--- config.mk ---
export PLATFORM = sky130hd
export DESIGN_NAME = adc_capture_ctrl_flat
export DESIGN_NICKNAME = d
export VERILOG_FILES = /design/src/rtl/adc_capture_ctrl_if.sv /design/src/rtl/adc_capture_ctrl.sv /design/src/flat_wrapper.sv
export SDC_FILE = /design/constraint.sdc
export NUM_CORES = 1
export LEC_CHECK = 0
export CAP_MARGIN = 20
export CORE_MARGIN = 2
export CORE_UTILIZATION = 25
export CTS_BUF_LIST = sky130_fd_sc_hd__clkbuf_2 sky130_fd_sc_hd__clkbuf_4 sky130_fd_sc_hd__clkbuf_8
export CTS_CLUSTER_DIAMETER = 50
export CTS_CLUSTER_SIZE = 40
export DETAILED_ROUTE_END_ITERATION = 6
export DONT_BUFFER_PORTS = 1
export HOLD_SLACK_MARGIN = 0.15
export PLACE_DENSITY = 0.44
export SLEW_MARGIN = 20
export SYNTH_ARGS = -nofsm -noshare
export SYNTH_HDL_FRONTEND = slang
export SYNTH_SLANG_ARGS = --single-unit
export TNS_END_PERCENT = 10
--- constraint.sdc ---
create_clock -name clk -period 4.17 [get_ports clk]
set_input_delay 0.417 -clock clk [delete_from_list [all_inputs] [get_ports clk]]
set_output_delay 0.417 -clock clk [all_outputs]
set_load 0.03 [all_outputs]
--- src/rtl/adc_capture_ctrl_if.sv ---
// Sample-stream input and capture-RAM write port of the ADC capture controller.
// The controller connects through the slave modport and the sample source through the master modport.
interface adc_capture_ctrl_if #(
  parameter int AW = 11,
  parameter int DW = 16
);
  logic          sample_valid;
  logic [DW-1:0] sample_data;
  logic          wr_en;
  logic [AW-1:0] wr_addr;
  logic [DW-1:0] wr_data;

  modport master (
    output sample_valid, sample_data,
    input  wr_en, wr_addr, wr_data
  );

  modport slave (
    input  sample_valid, sample_data,
    output wr_en, wr_addr, wr_data
  );
endinterface

--- src/rtl/adc_capture_ctrl.sv ---
// ADC capture sequencer: arm, pre-trigger fill, trigger search, post-trigger fill, done.
// Writes accepted samples into a circular capture buffer and reports the trigger address.
module adc_capture_ctrl #(
  parameter int AW      = 11,
  parameter int DW      = 16,
  parameter int AUTO_TO = 65535
) (
  input  logic                 clk,
  input  logic                 rst_n,
  input  logic [31:0]          cfg,
  input  logic                 arm,
  input  logic                 abort,
  adc_capture_ctrl_if.slave    bus,
  output logic [AW-1:0]        trig_addr,
  output logic [2:0]           state,
  output logic                 triggered,
  output logic                 done
);

  typedef enum logic [2:0] {
    IDLE      = 3'd0,
    PRETRIG   = 3'd1,
    WAIT_TRIG = 3'd2,
    POSTTRIG  = 3'd3,
    DONE      = 3'd4
  } state_t;

  localparam int          ACW   = $clog2(AUTO_TO + 1);
  localparam logic [AW:0] DEPTH = {1'b1, {AW{1'b0}}};

  state_t          state_q;
  logic [7:0]      lvl_q;
  logic            ch_q;
  logic            fall_q;
  logic [1:0]      mode_q;
  logic [AW-1:0]   pre_q;
  logic [AW:0]     cnt_q;
  logic [ACW-1:0]  auto_q;
  logic [7:0]      prev_q;
  logic            prev_vld_q;
  logic            wr_en_q;
  logic [AW-1:0]   wr_addr_q;
  logic [DW-1:0]   wr_data_q;
  logic [AW-1:0]   trig_addr_q;
  logic            triggered_q;
  logic            done_q;

  logic            capturing;
  logic            accept;
  logic [7:0]      cur_byte;
  logic            edge_hit;
  logic            force_trig;
  logic [AW-1:0]   next_addr;
  logic [AW:0]     cnt_inc;
  logic [AW:0]     post_total;
  logic [AW-1:0]   cfg_pre;
  logic            unused_cfg;

  assign cfg_pre    = cfg[12 +: AW];
  assign unused_cfg = ^cfg[31:12+AW];

  assign capturing  = (state_q == PRETRIG) || (state_q == WAIT_TRIG) || (state_q == POSTTRIG);
  assign accept     = bus.sample_valid && capturing;
  assign cur_byte   = ch_q ? bus.sample_data[15:8] : bus.sample_data[7:0];
  assign edge_hit   = prev_vld_q && (fall_q ? ((prev_q > lvl_q) && (cur_byte <= lvl_q))
                                            : ((prev_q < lvl_q) && (cur_byte >= lvl_q)));
  assign force_trig = (mode_q == 2'd2) || ((mode_q == 2'd1) && (auto_q == ACW'(AUTO_TO)));
  // Address the current accepted sample will land on: the pending write has not yet advanced wr_addr.
  assign next_addr  = wr_en_q ? wr_addr_q + 1'b1 : wr_addr_q;
  assign cnt_inc    = cnt_q + 1'b1;
  assign post_total = DEPTH - {1'b0, pre_q};

  always_ff @(posedge clk or negedge rst_n) begin
    if (!rst_n) begin
      state_q     <= IDLE;
      lvl_q       <= '0;
      ch_q        <= 1'b0;
      fall_q      <= 1'b0;
      mode_q      <= '0;
      pre_q       <= '0;
      cnt_q       <= '0;
      auto_q      <= '0;
      prev_q      <= '0;
      prev_vld_q  <= 1'b0;
      wr_en_q     <= 1'b0;
      wr_addr_q   <= '0;
      wr_data_q   <= '0;
      trig_addr_q <= '0;
      triggered_q <= 1'b0;
      done_q      <= 1'b0;
    end else begin
      wr_en_q   <= 1'b0;
      wr_addr_q <= next_addr;
      if (abort) begin
        state_q <= IDLE;
        done_q  <= 1'b0;
      end else if (arm) begin
        lvl_q       <= cfg[7:0];
        ch_q        <= cfg[8];
        fall_q      <= cfg[9];
        mode_q      <= cfg[11:10];
        pre_q       <= cfg_pre;
        cnt_q       <= '0;
        auto_q      <= '0;
        prev_vld_q  <= 1'b0;
        wr_addr_q   <= '0;
        triggered_q <= 1'b0;
        done_q      <= 1'b0;
        state_q     <= (cfg_pre == '0) ? WAIT_TRIG : PRETRIG;
      end else if (accept) begin
        wr_en_q    <= 1'b1;
        wr_data_q  <= bus.sample_data;
        prev_q     <= cur_byte;
        prev_vld_q <= 1'b1;
        case (state_q)
          PRETRIG: begin
            if (cnt_inc == {1'b0, pre_q}) begin
              state_q <= WAIT_TRIG;
              cnt_q   <= '0;
            end else begin
              cnt_q <= cnt_inc;
            end
          end
          WAIT_TRIG: begin
            if (edge_hit || force_trig) begin
              trig_addr_q <= next_addr;
              triggered_q <= edge_hit;
              // The trigger sample is post-trigger sample 1 and may also be the last one.
              if (post_total == (AW+1)'(1)) begin
                state_q <= DONE;
                done_q  <= 1'b1;
              end else begin
                state_q <= POSTTRIG;
                cnt_q   <= (AW+1)'(1);
              end
            end else if (auto_q != ACW'(AUTO_TO)) begin
              auto_q <= auto_q + 1'b1;
            end
          end
          POSTTRIG: begin
            if (cnt_inc == post_total) begin
              state_q <= DONE;
              done_q  <= 1'b1;
            end else begin
              cnt_q <= cnt_inc;
            end
          end
          default: ;
        endcase
      end
    end
  end

  assign bus.wr_en   = wr_en_q;
  assign bus.wr_addr = wr_addr_q;
  assign bus.wr_data = wr_data_q;
  assign trig_addr   = trig_addr_q;
  assign state       = state_q;
  assign triggered   = triggered_q;
  assign done        = done_q;

endmodule
--- src/flat_wrapper.sv ---
// flat-port wrapper written by rule: the top's interface ports become plain ports
module adc_capture_ctrl_flat 
#(
  parameter int AW      = 11,
  parameter int DW      = 16,
  parameter int AUTO_TO = 65535
)
  (clk, rst_n, cfg, arm, abort, trig_addr, state, triggered, done, bus_sample_valid, bus_sample_data, bus_wr_en, bus_wr_addr, bus_wr_data);
  adc_capture_ctrl_if #(.AW(AW), .DW(DW)) bus_i ();
  input  logic clk;
  input  logic rst_n;
  input  logic [31:0] cfg;
  input  logic arm;
  input  logic abort;
  output logic [AW-1:0] trig_addr;
  output logic [2:0] state;
  output logic triggered;
  output logic done;
  input wire logic [$bits(bus_i.sample_valid)-1:0] bus_sample_valid;
  input wire logic [$bits(bus_i.sample_data)-1:0] bus_sample_data;
  output wire logic [$bits(bus_i.wr_en)-1:0] bus_wr_en;
  output wire logic [$bits(bus_i.wr_addr)-1:0] bus_wr_addr;
  output wire logic [$bits(bus_i.wr_data)-1:0] bus_wr_data;
  assign bus_i.sample_valid = bus_sample_valid;
  assign bus_i.sample_data = bus_sample_data;
  assign bus_wr_en = bus_i.wr_en;
  assign bus_wr_addr = bus_i.wr_addr;
  assign bus_wr_data = bus_i.wr_data;
  adc_capture_ctrl #(.AW(AW), .DW(DW), .AUTO_TO(AUTO_TO)) u_core (.clk(clk), .rst_n(rst_n), .cfg(cfg), .arm(arm), .abort(abort), .bus(bus_i), .trig_addr(trig_addr), .state(state), .triggered(triggered), .done(done));
endmodule
==> results.md, run 1 <==
* Vias in the first global route at 4,774
* Slew margin rel. at 37.1%
* Final setup viols at 0
* Arrival time worst endpoint at 4050 ps
* Synth Instances at 634
* Period utilization at 90.0%
* Routed Antenna Nets at 0
* Diode count at 0
* CTS Buf Count at 9
* Core area at 23,500 um^2
* YS warnings at 0
* Clock Tree Buf Depth at 2
* I/O pin cnt at 97
* Leading area contributor after synthesis: dfrtp_1
* Vias per std cell at 4.86
* Async SR Flop Fraction at 100%
* EDFF count, synth at 0
* # H-tree levels at 3
* Die X at 158 um
* Area Overhead vs Synth at 15.6%
* # DRC at 0
* Static Leak at 0.00282 uW
* WHS at 185 ps
* Setup TNS at 0 ps
* Post-synth top area share at 43.7%
* Drt total wl at 15.6 mm
* Clk_lat worst skew at 390 ps
* Hold Startpoint: bus_sample_data[11]
* Largest net degree at the start of global routing at 105
* Max-slew violations at 0
* First-pass GRT wire length at 24.8 mm
* Hold Vio Cnt, Final at 0
* HPWL Detailed at 11.0 mm
* Crit path launch type: flop
* Post-CTS Hold Fix Bufs at 40
* Drt pass-1 iters at 4
* Clock Pin Slew Worst Setup and Hold Paths at 110 ps
* RSZ-0062 raised after global routing: no
* Initial Util at 25.4%
* Register area share after synthesis at 43.7%
* Worst Setup SP: u_core.ch_q
* Distinct cells, synth at 65
* Worst Tran Pin Value at 944 ps
* Post-CTS sizing at 0
* Worst reg2reg path startpoint: u_core.ch_q
* Max Cap Viol at 0
* Mapped Nets at 708
* #FFs+latches synth at 104
* WL/cell at 15.9 um
* Vias at 4,763
* GR peak layer: met2
* DRC violation total after the first TritonRoute iteration at 251
* Hold crit path type: input port to flop
* Initial antenna violation count at 0
* Grt met1 use at 16.2%
* Achievable Freq at 266 MHz
* CTS Sinks at 104
* Core Rows at 56
* Global route overflow at 0
* Met2 Usage GRT at 21.6%
* Outcome: finished clean
* Worst setup EP type: flop
* CTS root buf: clkbuf_8
* Post-layout min period at 3750 ps
* Syn avg cell area at 9.40 um^2
* Layout Nets at 730
* Worst EP required at 4460 ps
* Die height at 158 um
* Post-CTS Setup Inserts at 0
* CTS tree: yes
* Met3 Track Usage GR at 2.75%
* Clock Skews at 11.6 ps
* WS Path Type: flop to flop
* Post-Syn Area at 5960 um^2
* Die Area at 25,100 um^2
* GP Congestion at 0.860
* Critical Path Fanout Max at 16
* Port buffer count at 0
* All-Layer GR Usage at 12.6%
* Pwr Density at 355 nW/um^2
* Maximum vdd ir drop at 0.153 mV
* Largest cells by area after synthesis: dfrtp_1 (44%), mux2_2 (6.0%), nand2_1 (6.0%)
* Layout cells sized above 1 at 10.3%
* Ys flop type: dfrtp_1
-- critical path, stage by stage (launching register included) --
cell and delay (ps):
dfrtp_1 530, buf_12 160, mux2_2 350, ha_1 310
nor2b_1 140, o211ai_1 220, a211o_1 160, o311ai_0 110
o22ai_1 470, o211ai_1 260, a311oi_4 300, buf_4 270
nand2_2 140, o31ai_1 240
-- registers in the layout (all words and copies together), names as in the netlist, 2 cells and up --
register            flops
u_core.mode_q           2
u_core.state            3
u_core.auto_q          16
u_core.trig_addr       11
u_core.bus.wr_addr     11
u_core.lvl_q            8
u_core.prev_q           8
u_core.pre_q           11
u_core.cnt_q           12
u_core.bus.wr_data     16
-- where the power goes --
group | internal, uW | switching (uW) | leakage, uW | total [uW]
clock | 298 | 379 | 0.000108 | 677
combinational | 228 | 241 | 0.00135 | 469
sequential | 1110 | 194 | 0.00136 | 1300
-- cells in the final DEF, fill, tap and decap left out, types with 4 or more instances in the layout --
| cell type | synthesis | layout |
|---|---|---|
| xor2_1 | 15 | 15 |
| xnor2_1 | 33 | 33 |
| o31ai_1 | 5 | 5 |
| o211ai_1 | 4 | 4 |
| nand3_1 | 29 | 29 |
| o21ai_0 | 37 | 37 |
| dfrtp_1 | 104 | 104 |
| a21o_1 | 4 | 4 |
| inv_1 | 17 | 17 |
| nand2_1 | 96 | 96 |
| mux2_2 | 32 | 32 |
| nor2_1 | 45 | 44 |
| clkbuf_8 | 0 | 10 |
| ha_1 | 21 | 21 |
| nand2b_1 | 4 | 4 |
| nor3b_1 | 4 | 4 |
| a211oi_1 | 5 | 5 |
| nand3b_1 | 6 | 6 |
| a21oi_1 | 16 | 16 |
| dlygate4sd3_1 | 0 | 39 |
| and3_1 | 8 | 8 |
| nor2b_1 | 7 | 7 |
| or3_1 | 7 | 7 |
| a31oi_1 | 5 | 5 |
| o21a_1 | 8 | 8 |
| nand4_1 | 13 | 13 |
| buf_4 | 1 | 6 |
| nor3_1 | 20 | 19 |
| nor4_1 | 6 | 6 |
-- per-layer routing --
metal | vias up | routed length, um | part of all wire, %
li1 | 2273 | - | -
met1 | 2361 | 7380 | 47
met2 | 110 | 7270 | 47
met3 | 19 | 760 | 4.9
met4 | 0 | 201 | 1.3
met5 | - | 0 | 0
-- path summary, 6_finish.rpt --
path,to,slack (ps),cells after the start
setup / recovery,u_core.cnt_q[8],420,13
max in group asynchronous,u_core.auto_q[11],3120,2
hold / removal,u_core.bus.wr_data[11],180,1
min in group asynchronous,u_core.bus.wr_data[2],660,2
setup reg to reg,u_core.cnt_q[8],420,13
hold reg to reg,u_core.mode_q[1],520,2
-- metrics by stage --
stage	setup WS, ps	instance area [um^2]	power (uW)	util, %	instances
after detailed placement	444	6270	1740	26.7	924
after CTS	385	6890	2500	29.4	980
after global routing	141	6890	2610	29.4	980
after global placement	478	6270	1710	26.7	924
final	418	6890	2450	29.4	980
after floorplan	974	5960	1630	-	634
-- cell families (layout without fill, tap and decap cells) --
group                    after synthesis  count (layout)  share of synthesized area [%]
AND/OR/NAND/NOR                      260             260                           21.1
multiplexers                          35              35                           6.55
flip-flops                           104             104                           43.7
AO/OA/AOI/OAI                        112             112                           13.0
adder cells (fa/ha/maj)               21              21                           4.41
XOR/XNOR                              49              49                           7.45
buffers and inverters                 53              80                           3.84
-- synthesized netlist by cell type (all sizes together), types with 3 or more instances --
library cell  instances
nor3                 20
buf                  12
or3                   7
nand3                29
a21o                  4
nor2                 45
a211oi                5
nor2b                 7
mux2i                 3
a21oi                16
ha                   21
xor2                 15
inv                  17
nor4                  7
o31ai                 5
nor3b                 4
nand3b                6
and2                  3
and3                  8
o21a                  8
a31oi                 5
and4                  3
dfrtp               104
nand2                97
o211ai                5
clkbuf               24
nand2b                4
o21ai                39
nand4                13
mux2                 32
xnor2                33
-- final cells by class --
cell class | count | area [um^2]
Tap cell | 319 | 399
Multi-Input combinational cell | 477 | 3140
Inverter | 17 | 63.8
Sequential cell | 104 | 2600
Timing Repair Buffer | 47 | 483
Clock inverter | 6 | 65.1
Clock buffer | 10 | 138
Fill cell | 2446 | 16600
Power figures use the tool's default switching activity.
==> run 2: changes to the inputs <==
--- a/config.mk
+++ b/config.mk
@@ -15,6 +15,7 @@
 export DONT_BUFFER_PORTS = 1
 export HOLD_SLACK_MARGIN = 0.15
 export PLACE_DENSITY = 0.44
+export RECOVER_POWER = 50
 export SLEW_MARGIN = 20
 export SYNTH_ARGS = -nofsm -noshare
 export SYNTH_HDL_FRONTEND = slang
==> results.md, run 2 (synthesized netlist as in run 1, its figures left out) <==
* Failing checks: capacitance limit, slew limit
* Final setup viols at 0
* Drt total wl at 15.6 mm
* # H-tree levels at 3
* Core area at 23,500 um^2
* Pre-CTS WS at 444 ps
* WL/cell at 15.9 um
* Outcome: complete, but fails checks
* I/O pin cnt at 97
* Core Rows at 56
* Worst path cell trace: buf_12, mux2_2, ha_1, nor2b_1, o211ai_1, a211o_1, o311ai_0, o22ai_1, o211ai_1, a311oi_4, buf_4, nor2_1, a22o_1
* HPWL Detailed at 11.0 mm
* Post-CTS Setup Inserts at 0
* Clock Tree Buf Depth at 2
* Crit path top cell by count: o211ai_1
* Pwr Density at 356 nW/um^2
* Die height at 158 um
* Routed Antenna Nets at 0
* Placed inst area at 6270 um^2
* Clock Skews at 11.6 ps
* Area Overhead vs Synth at 15.1%
* Most common cell after layout, fill and taps aside: dfrtp_1
* Largest net degree at the start of global routing at 105
* Post-layout min period at 3810 ps
* Critical Path Fanout Max at 16
* CP max stage delay at 530 ps
* Static Leak at 0.00281 uW
* Vias in the first global route at 4,774
* Die X at 158 um
* CTS Sinks at 104
* Layout cells sized above 1 at 10.1%
* DRC violation total after the first TritonRoute iteration at 253
* Setup TNS at 0 ps
* Hold Vio Cnt, Final at 0
* Final worst setup slack at 359 ps
* RSZ-0062 raised after global routing: no
* Die Area at 25,100 um^2
* Port buffer count at 0
* Post-CTS Hold Fix Bufs at 40
* GP Congestion at 0.860
* Worst setup EP type: flop
* Max Cap Viol at 2
* Maximum vdd ir drop at 0.153 mV
* Most frequent cells in the layout: dfrtp_1 (104), nand2_1 (96), nor2_1 (45)
* Vias per std cell at 4.82
* Design area at 6860 um^2
* Achievable Freq at 262 MHz
* Slew margin rel. at -77.5%
* Vias at 4,719
* CTS root buf: clkbuf_8
* Arrival time worst endpoint at 4100 ps
* Initial antenna violation count at 0
* Period utilization at 91.4%
* CTS Buf Count at 9
* Worst EP required at 4450 ps
* All-Layer GR Usage at 12.6%
* # DRC at 0
* Initial Util at 25.4%
* Layout Nets at 730
* Clock Pin Slew Worst Setup and Hold Paths at 110 ps
* CTS tree: yes
* Crit path launch type: flop
* Diode count at 0
* Max-slew violations at 141
* Global route overflow at 0
* First-pass GRT wire length at 24.8 mm
* Post-CTS sizing at 0
* Slowest-stage cell, CP: dfrtp_1
* Layout Utilization at 29.2%
* Worst Tran Pin Value at 2660 ps
* Drt pass-1 iters at 5
* WS Path Type: flop to flop
* Hold crit path type: input port to flop
* Tot Pwr at 2450 uW
* Clk_lat worst skew at 390 ps
## run 2: cell count changes in the layout (fill, tap and decap cells not counted), sizes merged
cell	delta
buf	-1
clkbuf	+1
## run 2: worst max-delay path: cells and delay by family (launching register included)
| kind | cells | cell delay, ps |
|---|---|---|
| adders and majority gates | 1 | 310 |
| DFF | 1 | 530 |
| AOI/OAI and AO/OA | 7 | 1860 |
| buffers and inverters | 2 | 420 |
| muxes | 1 | 350 |
| and+or+nand+nor | 2 | 230 |
## run 2: worst paths after layout
kind	start	depth (start not counted)	slack, ps	to
max in group asynchronous	rst_n	2	1180	u_core.auto_q[11]
min reg2reg	u_core.mode_q[1]	2	520	u_core.mode_q[1]
max	u_core.ch_q	13	360	u_core.cnt_q[0]
min	bus_sample_data[11]	1	180	u_core.bus.wr_data[11]
min in group asynchronous	rst_n	2	1460	u_core.bus.wr_data[2]
max reg2reg	u_core.ch_q	13	360	u_core.cnt_q[0]
## run 2: metrics by stage
stage               hold WS [ps]  instances
finish                       183        980
global route                 164        980
CTS                          151        980
detailed placement           124        924
global placement             124        924
floorplan                    121        634
## run 2: final cells by class
| cell class | instances | area [um^2] |
|---|---|---|
| Fill cell | 2448 | 16600 |
| Multi-Input combinational cell | 477 | 3140 |
| Sequential cell | 104 | 2600 |
| Timing Repair Buffer | 47 | 460 |
| Tap cell | 319 | 399 |
| Clock buffer | 10 | 138 |
| Clock inverter | 6 | 65.1 |
| Inverter | 17 | 63.8 |
## run 2: power by group
part	internal, uW	leakage [uW]	switching (uW)
Combinational	226	0.00134	239
Sequential	1110	0.00136	193
Clock	298	0.000108	379
Total	1630	0.00281	811
## run 2: layer usage
| layer | global-route usage [%] | wire [um] | part of all wire [%] | vias to the layer above |
|---|---|---|---|---|
| met2 | 21.6 | 7310 | 47 | 109 |
| met5 | 0 | 0 | 0 | - |
| met3 | 2.75 | 825 | 5.3 | 17 |
| met4 | 3.30 | 181 | 1.2 | 0 |
| met1 | 16.2 | 7270 | 47 | 2322 |
| li1 | - | - | - | 2271 |
==> run 3: changes to the inputs <==
--- a/config.mk
+++ b/config.mk
@@ -5,6 +5,7 @@
 export SDC_FILE = /design/constraint.sdc
 export NUM_CORES = 1
 export LEC_CHECK = 0
+export BUFFER_PORTS_ARGS = -buffer_cell sky130_fd_sc_hd__buf_2
 export CAP_MARGIN = 20
 export CORE_MARGIN = 2
 export CORE_UTILIZATION = 25
@@ -12,9 +13,8 @@
 export CTS_CLUSTER_DIAMETER = 50
 export CTS_CLUSTER_SIZE = 40
 export DETAILED_ROUTE_END_ITERATION = 6
-export DONT_BUFFER_PORTS = 1
 export HOLD_SLACK_MARGIN = 0.15
-export PLACE_DENSITY = 0.44
+export PLACE_DENSITY = 0.48
 export RECOVER_POWER = 50
 export SLEW_MARGIN = 20
 export SYNTH_ARGS = -nofsm -noshare
==> constraint.sdc (replaced) <==
create_clock -name clk -period 4.5 [get_ports clk]
set_input_delay 0.45 -clock clk [delete_from_list [all_inputs] [get_ports clk]]
set_output_delay 0.45 -clock clk [all_outputs]
set_load 0.03 [all_outputs]
==> results.md, run 3 (synthesized netlist as in run 1, its figures left out) <==
* Tot Pwr at 2260 uW
* Period utilization at 83.4%
* CTS tree: yes
* Worst Tran Pin Value at 1850 ps
* Die height at 158 um
* Max-slew violations at 107
* Diode count at 0
* Crit path launch type: flop
* CTS Sinks at 104
* Worst EP required at 4770 ps
* I/O pin cnt at 97
* HPWL Detailed at 10.7 mm
* Max Cap Viol at 2
* Drt total wl at 14.8 mm
* Pre-CTS WS at 725 ps
* Clock Tree Buf Depth at 2
* Most frequent cells in the layout: dfrtp_1 (104), nand2_1 (96), buf_2 (60)
* # H-tree levels at 3
* Core area at 23,500 um^2
* Vias in the first global route at 4,569
* Inst Count DP at 1,010
* Post-layout min period at 3750 ps
* DRC violation total after the first TritonRoute iteration at 334
* Clock Skews at 14.3 ps
* Achievable Freq at 266 MHz
* WL/cell at 14.4 um
* Hold Vio Cnt, Final at 0
* Worst setup EP type: flop
* Initial Util at 25.4%
* Filler cells at 2,542
* Flop2flop setup slack at 750 ps
* First-pass GRT wire length at 24.7 mm
* Failing checks: capacitance limit, slew limit
* Final worst setup slack at 745 ps
* Placed inst area at 6690 um^2
* Port buffer count at 87
* Hold crit path type: input port to flop
* Maximum vdd ir drop at 0.178 mV
* Layout Nets at 776
* Area Overhead vs Synth at 14.9%
* CTS Buf Count at 9
* Drt pass-1 iters at 4
* Initial antenna violation count at 0
* Pwr Density at 329 nW/um^2
* Worst Setup SP: u_core.ch_q
* Final setup viols at 0
* Die X at 158 um
* Worst reg2reg path startpoint: u_core.ch_q
* R2R cell count at 11
* Post-CTS sizing at 0
* GP Congestion at 0.807
* Crit path to: u_core.auto_q[6]
* # DRC at 0
* Layout Cells excl Fill at 1,025
* Die Area at 25,100 um^2
* Reg2reg end: u_core.auto_q[6]
* Layout cells sized above 1 at 17.7%
* Post-CTS Hold Fix Bufs at 0
* Static Leak at 0.00292 uW
* All-Layer GR Usage at 12.5%
* Clk_lat worst skew at 380 ps
* Slew margin rel. at -23.4%
* Critical Path Fanout Max at 24
* WS Path Type: flop to flop
* Post-CTS Setup Inserts at 0
* Design area at 6850 um^2
* Vias at 4,712
* Global route overflow at 0
* Arrival time worst endpoint at 4030 ps
* Largest net degree at the start of global routing at 72
* RSZ-0062 raised after global routing: no
* Clock Pin Slew Worst Setup and Hold Paths at 110 ps
* Setup TNS at 0 ps
* Core Rows at 56
* Vias per std cell at 4.60
* CTS root buf: clkbuf_8
* Most common cell after layout, fill and taps aside: dfrtp_1
* Routed Antenna Nets at 0
* Outcome: complete, but fails checks
## run 3: cell count changes in the layout (fill, tap and decap cells not counted), sizes merged
cell         delta
buf            +58
inv             -2
clkbuf         +28
clkinvlp        +1
dlygate4sd3    -39
clkinv          -1
## run 3: routing by layer
metal | vias to the layer above | GRT usage (%) | routed length [um] | share of wire [%]
li1 | 2376 | - | - | -
met5 | - | 0 | 0 | 0
met2 | 71 | 19.2 | 6530 | 44
met4 | 0 | 3.39 | 188 | 1.3
met1 | 2253 | 17.9 | 7450 | 50
met3 | 12 | 2.67 | 614 | 4.2
## run 3: how the worst min path moves through the flow
stage | startpoint | endpoint | cells after the start
finish | cfg[2] | u_core.lvl_q[2] | 3
global route | cfg[4] | u_core.lvl_q[4] | 3
CTS | rst_n | u_core.pre_q[6] | 1
detailed placement | u_core.trig_addr[10] | u_core.trig_addr[10] | 2
global placement | u_core.trig_addr[6] | u_core.trig_addr[6] | 2
floorplan | rst_n | u_core.auto_q[0] | 0
## run 3: report_power, final
group | switching, uW | internal [uW]
sequential | 94.3 | 1030
clock | 340 | 278
combinational | 306 | 209
## run 3: per-stage QoR
stage	utilization [%]	hold slack [ps]
floorplan	-	154
global placement	28.5	461
detailed placement	28.5	468
CTS	29.4	238
global route	29.2	252
finish	29.2	257
## run 3: cell type report
type / instances / area [um^2] / area share (%)
tap: 319 / 399 / 5.82
timing repair buffer: 93 / 444 / 6.48
clock buffer: 11 / 145 / 2.12
inverter: 17 / 63.8 / 0.931
sequential: 104 / 2600 / 38.0
clock inverter: 4 / 55.1 / 0.803
multi-input combinational: 477 / 3140 / 45.9
## run 3: critical path: stages (launching register included)
cell and delay [ps]:
dfrtp_1 660, mux2_2 410, ha_1 310, nor2b_1 140, o211ai_1 210, a311oi_1 130
a31oi_1 160, o22ai_1 210, o41a_1 730, nor4b_1 460, xnor2_1 160, nor2_1 50
